**config.mk**
```make
export PLATFORM = sky130hd
export DESIGN_NAME = ssd_scan_ctrl_flat
export DESIGN_NICKNAME = d
export VERILOG_FILES = /design/src/rtl/ssd_scan_if.sv /design/src/rtl/ssd_scan_ctrl.sv /design/src/flat_wrapper.sv
export SDC_FILE = /design/constraint.sdc
export NUM_CORES = 1
export LEC_CHECK = 0
export ABC_AREA = 1
export BUFFER_PORTS_ARGS = -buffer_cell sky130_fd_sc_hd__buf_2
export CAP_MARGIN = 40
export CORE_MARGIN = 10
export CORE_UTILIZATION = 55
export DETAILED_ROUTE_END_ITERATION = 6
export GPL_TIMING_DRIVEN = 0
export PLACE_DENSITY = 0.81
export REMOVE_ABC_BUFFERS = 1
export SKIP_CTS_REPAIR_TIMING = 1
export SLEW_MARGIN = 20
export SYNTH_ARGS = -nofsm -noshare
export SYNTH_HDL_FRONTEND = slang
export SYNTH_SLANG_ARGS = --single-unit
```
**constraint.sdc**
```tcl
create_clock -name clk -period 3.1 [get_ports clk]
set_clock_uncertainty 0.2 [all_clocks]
set_input_delay 0.31 -clock clk [delete_from_list [all_inputs] [get_ports clk]]
set_output_delay 0.31 -clock clk [all_outputs]
set_load 0.02 [all_outputs]
```
**src/rtl/ssd_scan_if.sv**
```systemverilog
// Load handshake and display pin bundle between application logic and ssd_scan_ctrl.
// The master side supplies display values; the slave side (the scan controller) drives the pins.
interface ssd_scan_if;
    logic [15:0] load_data;
    logic        load_valid;
    logic        load_ready;
    logic        blank;
    logic [3:0]  digit_bcd;
    logic [3:0]  ssd_ctl;
    logic        frame_end;

    modport master (
        output load_data, load_valid, blank,
        input  load_ready, digit_bcd, ssd_ctl, frame_end
    );

    modport slave (
        input  load_data, load_valid, blank,
        output load_ready, digit_bcd, ssd_ctl, frame_end
    );
endinterface

```
**src/rtl/ssd_scan_ctrl.sv**
```systemverilog
// 4-digit common-anode scan controller with a shadow buffer that is committed at frame end.
// Optional leading-zero blanking is compiled in when SSD_LZB_EN is defined.
//
// state    | meaning
// ---------+----------------------------------------------------------
// SH_EMPTY | shadow buffer free, load_ready high
// SH_FULL  | shadow holds a value waiting for the next frame boundary
module ssd_scan_ctrl #(
    parameter int unsigned SCAN_DIV = 100000
) (
    input logic        clk,
    input logic        rst,
    ssd_scan_if.slave  bus
);
    typedef enum logic {SH_EMPTY, SH_FULL} shadow_state_t;

    shadow_state_t sh_state, sh_next;
    logic [16:0]   slot_cnt;
    logic [1:0]    digit_idx;
    logic [15:0]   active_buf;
    logic [15:0]   shadow_buf;
    logic [3:0]    ssd_ctl_q;
    logic [3:0]    digit_bcd_q;
    logic          slot_wrap;
    logic          commit;
    logic          load_acc;
    logic [3:0]    nib_sel;
    logic [3:0]    nib_out;

    assign slot_wrap = (slot_cnt == 17'(SCAN_DIV - 1));
    assign commit    = slot_wrap && (digit_idx == 2'd3);
    assign load_acc  = bus.load_valid && (sh_state == SH_EMPTY);

    assign bus.load_ready = (sh_state == SH_EMPTY);
    assign bus.frame_end  = commit;
    assign bus.ssd_ctl    = ssd_ctl_q;
    assign bus.digit_bcd  = digit_bcd_q;

    always_ff @(posedge clk) begin
        if (rst) begin
            sh_state <= SH_EMPTY;
        end else begin
            sh_state <= sh_next;
        end
    end

    // A load landing on the commit cycle of an empty shadow is held for the next frame.
    always_comb begin
        sh_next = sh_state;
        unique case (sh_state)
            SH_EMPTY: if (load_acc) sh_next = SH_FULL;
            SH_FULL:  if (commit)   sh_next = SH_EMPTY;
            default:                sh_next = SH_EMPTY;
        endcase
    end

    always_comb begin
        nib_sel = 4'hF;
        unique case (digit_idx)
            2'd0: nib_sel = active_buf[3:0];
            2'd1: nib_sel = active_buf[7:4];
            2'd2: nib_sel = active_buf[11:8];
            2'd3: nib_sel = active_buf[15:12];
            default: nib_sel = 4'hF;
        endcase
    end

`ifdef SSD_LZB_EN
    logic lead_zero;

    // Digit 0 is never blanked so an all-zero value still reads "0".
    always_comb begin
        lead_zero = 1'b0;
        unique case (digit_idx)
            2'd3: lead_zero = (active_buf[15:12] == 4'h0);
            2'd2: lead_zero = (active_buf[15:8] == 8'h00);
            2'd1: lead_zero = (active_buf[15:4] == 12'h000);
            default: lead_zero = 1'b0;
        endcase
        nib_out = lead_zero ? 4'hF : nib_sel;
    end
`else
    assign nib_out = nib_sel;
`endif

    always_ff @(posedge clk) begin
        if (rst) begin
            slot_cnt    <= '0;
            digit_idx   <= 2'd0;
            active_buf  <= 16'hFFFF;
            shadow_buf  <= 16'hFFFF;
            ssd_ctl_q   <= 4'b1111;
            digit_bcd_q <= 4'hF;
        end else begin
            slot_cnt <= slot_wrap ? 17'd0 : slot_cnt + 17'd1;
            if (slot_wrap) begin
                digit_idx <= digit_idx + 2'd1;
            end
            if (load_acc) begin
                shadow_buf <= bus.load_data;
            end
            if (commit && (sh_state == SH_FULL)) begin
                active_buf <= shadow_buf;
            end
            ssd_ctl_q   <= bus.blank ? 4'b1111 : 4'(~(4'b0001 << digit_idx));
            digit_bcd_q <= bus.blank ? 4'hF : nib_out;
        end
    end
endmodule
```
**src/flat_wrapper.sv**
```systemverilog
// flat-port wrapper written by rule: the top's interface ports become plain ports
module ssd_scan_ctrl_flat 
#(
    parameter int unsigned SCAN_DIV = 100000
)
  (clk, rst, bus_load_data, bus_load_valid, bus_blank, bus_load_ready, bus_digit_bcd, bus_ssd_ctl, bus_frame_end);
  ssd_scan_if bus_i ();
  input logic clk;
  input logic rst;
  input wire logic [$bits(bus_i.load_data)-1:0] bus_load_data;
  input wire logic [$bits(bus_i.load_valid)-1:0] bus_load_valid;
  input wire logic [$bits(bus_i.blank)-1:0] bus_blank;
  output wire logic [$bits(bus_i.load_ready)-1:0] bus_load_ready;
  output wire logic [$bits(bus_i.digit_bcd)-1:0] bus_digit_bcd;
  output wire logic [$bits(bus_i.ssd_ctl)-1:0] bus_ssd_ctl;
  output wire logic [$bits(bus_i.frame_end)-1:0] bus_frame_end;
  assign bus_i.load_data = bus_load_data;
  assign bus_i.load_valid = bus_load_valid;
  assign bus_i.blank = bus_blank;
  assign bus_load_ready = bus_i.load_ready;
  assign bus_digit_bcd = bus_i.digit_bcd;
  assign bus_ssd_ctl = bus_i.ssd_ctl;
  assign bus_frame_end = bus_i.frame_end;
  ssd_scan_ctrl #(.SCAN_DIV(SCAN_DIV)) u_core (.clk(clk), .rst(rst), .bus(bus_i));
endmodule
```
==> results.md <==
- Yosys Warn Count: 0
- Initial antenna violation count: 0
- DIE AREA: between 0.007 and 0.008 mm2
- Chip Width: 87.3 um
- Crit path launch: u_core.slot_cnt[0]$_SDFF_PP0_
- Synthesized flop and latch total: 60
- Post-DP HPWL: 3.49 mm
- Data arrival time of the worst path: 2.07 ns
- Post-DP Area: 0.00266 mm2
- GP Congestion: between 0.8 and 0.9
- Crit path max fanout: 21
- P_leak: roughly 1.3 nW
- Largest family of logic cells by synthesized area: simple AND/OR/NAND/NOR gates
- Syn-to-layout area delta: 17.8%
- Post-Route Setup TNS: 0 ns
- FF-to-FF End: u_core.shadow_buf[3]$_SDFFE_PP1P_
- Final period util: 0.833
- Worst-Margin Slew: approximately 0.74 ns
- Reg2reg start: u_core.sh_state$_SDFF_PP0_
- CP required: between 2 and 3 ns
- Total grt overflow: 0
- GRT met3 Usage: 0.0506
- Setup Crit Path Kind: flip-flop to output port
- Fmax: roughly 390 MHz
- Simple-gate portion of the synthesized area: 0.379
- Core Box Area: between 0.004 and 0.005 mm2
- Residual DRC: 0
- XOR/XNOR share of the synthesized area: 0.0246
- Final Hold Viols: 9
- Final hold slack: -0.0194 ns
- Part of the Yosys area used for sequential elements: 0.482
- RSZ-0062 raised after global routing: no
- Layout cells sized above 1: 0.158
- Final #Nets: slightly below 400
- Reg2Reg Depth: 4
- Total of max-cap violations: 0
- Avg WL per Cell: roughly 13 um
- Final wirelength: ~5.3 mm
- Syn_area_per_cell: 7.55 um2
- Tmin final: 2.58 ns
- H-tree levels: 3
- CTS Sinks: 60
- HP Start: bus_load_data[6]
- Met1 Use GR: 0.176
- Final instance area: just under 0.003 mm2
- Nature of the critical path endpoint: output port
- Final setup violation count: 0
- Mux share of post-synthesis cell area: 0
- I/O pin total: 30
- GR peak layer: met2
- Failing checks: negative hold slack
- Initial Util: 0.568
- Floorplan row count: 24
- Pre-antenna DRT Iters: 5
- Hold crit path type: input port to flip-flop
- Mapped Cells: between 300 and 400
- Vias per cell: a little over 5
- Vias in the first global route: about 2100
- CTS tree: yes
- Peak VDD IR: ~350 uV
- PortBufs: 29
- Count of cell types in the netlist: 24
- Total vias in the final route: 2175
- Worst reg2reg setup slack: 0.89 ns
- Synth Area in Adders: 0.0301
- Detail Route Antenna Nets: 0
- Clock slew at reported path FFs: ~0.070 ns
- Complex-gate fraction of the synthesized area: 0.0161
- Largest net degree at the start of global routing: 29
- Worst skew pair latency: around 0.33 ns
- Met2 GRT Util: 0.226
- Outcome: finished with violations
- First-pass GRT wire length: between 9 and 10 mm
- # diodes: 0
- Gr usage total: 0.148
- CTS root buf: clkbuf_8
- Drt first-iter violations: between 150 and 200
- Worst Setup EP: bus_frame_end
- Slew HR: 0.504
- Fin. max-slew vios: 0
- Longest Clk Path Bufs: 2
- Syn Std Cell Area: 0.00249 mm2
- Startpoint Class: flip-flop
- Die Ht: between 80 and 90 um
- PwrDens: between 500 and 600 mW/mm2
- CTS Buf Count: 9
[worst min path at each step]
stage	endpoint	slack [ns]	depth (start not counted)
floorplan	u_core.slot_cnt[0]$_SDFF_PP0_	0.22	1
global placement	u_core.slot_cnt[0]$_SDFF_PP0_	0.23	1
detailed placement	u_core.active_buf[8]$_SDFFE_PP1P_	0.24	2
CTS	u_core.shadow_buf[6]$_SDFFE_PP1P_	-0.02	3
global route	u_core.shadow_buf[1]$_SDFFE_PP1P_	0.0008	3
finish	u_core.shadow_buf[6]$_SDFFE_PP1P_	-0.02	3
[Yosys cell counts (all sizes together)]
cell type | n | area (um2)
ha | 6 | 75.1
nand2 | 100 | 378
dfxtp | 60 | 1200
clkinv | 1 | 3.75
a21oi | 6 | 30.0
inv | 26 | 97.6
buf | 5 | 40.0
o21ai | 2 | 10.0
or2 | 2 | 12.5
nor3 | 4 | 20.0
nand4 | 19 | 119
xor2 | 5 | 43.8
clkbuf | 8 | 30.0
xnor2 | 2 | 17.5
nor2 | 35 | 151
nand3 | 49 | 263
[where the power goes]
group,internal (mW),total [mW],switching (mW)
Sequential,0.792,0.809,0.0166
Clock,0.458,0.753,0.295
Combinational,0.0317,0.0755,0.0437
Total,1.28,1.64,0.356
[critical path: stages (launching register included)]
cell and delay (ns):
dfxtp_1 0.36, ha_1 0.19, nand2_2 0.09, nor2_4 0.15, nand3_2 0.12, nor2_4 0.42, inv_1 0.14, nor2_1 0.11
buf_2 0.17
[cell families (layout without fill, tap and decap cells)]
family | count (synthesis) | after routing
fa+ha+maj | 6 | 6
simple gates | 209 | 209
flops | 60 | 60
compound gates | 8 | 8
xor+xnor | 7 | 7
buf+inv | 40 | 78
[layout by cell type (no fill, tap or decap)]
cell type / count
inv_1: 24
nand4_1: 19
buf_16: 1
nand3_2: 1
or2_2: 2
clkbuf_8: 13
nor2_1: 31
clkinv_1: 1
nor2_4: 2
buf_2: 29
nand2_2: 1
inv_2: 2
o21ai_0: 2
clkinv_2: 1
nand3_4: 1
a21oi_1: 6
dlygate4sd3_1: 4
ha_1: 6
dfxtp_1: 60
buf_8: 1
clkinvlp_4: 1
xor2_1: 5
bufinv_16: 1
nor3_1: 4
nand2_1: 99
xnor2_1: 2
nand3_1: 47
nor2_2: 2
[per-layer routing]
metal | share of wire | vias to the layer above
met5 | 0 | -
met4 | 0.017 | 0
met3 | 0.058 | 10
met2 | 0.45 | 54
met1 | 0.47 | 985
li1 | - | 1126
[registers in the layout (all words and copies together), names as in the netlist]
register              cells
u_core.active_buf        16
u_core.bus.digit_bcd      4
u_core.bus.ssd_ctl        4
u_core.digit_idx          2
u_core.sh_state           1
u_core.shadow_buf        16
u_core.slot_cnt          17
[metrics by stage]
step | power, mW | hold WS, ns | utilization | cells | worst slack, ns
2_1_floorplan | 0.864 | 0.218 | - | 317 | 1.06
3_3_place_gp | 0.890 | 0.232 | 0.600 | 398 | 0.895
3_5_place_dp | 0.897 | 0.243 | 0.607 | 399 | 0.852
4_1_cts | 1.64 | -0.0245 | 0.657 | 415 | 0.506
5_1_grt | 1.70 | 0.000775 | 0.670 | 420 | 0.311
6_report | 1.64 | -0.0194 | 0.670 | 420 | 0.517
[cell type report]
type	instances	area [um2]
clock inverters	3	42.5
well taps	52	65.1
inverters	27	101
multi-input cells	230	1120
repair buffers	35	228
clock buffers	13	179
fillers	373	1450
flip-flops and latches	60	1200
No activity file was read; power rests on OpenSTA's default activity.
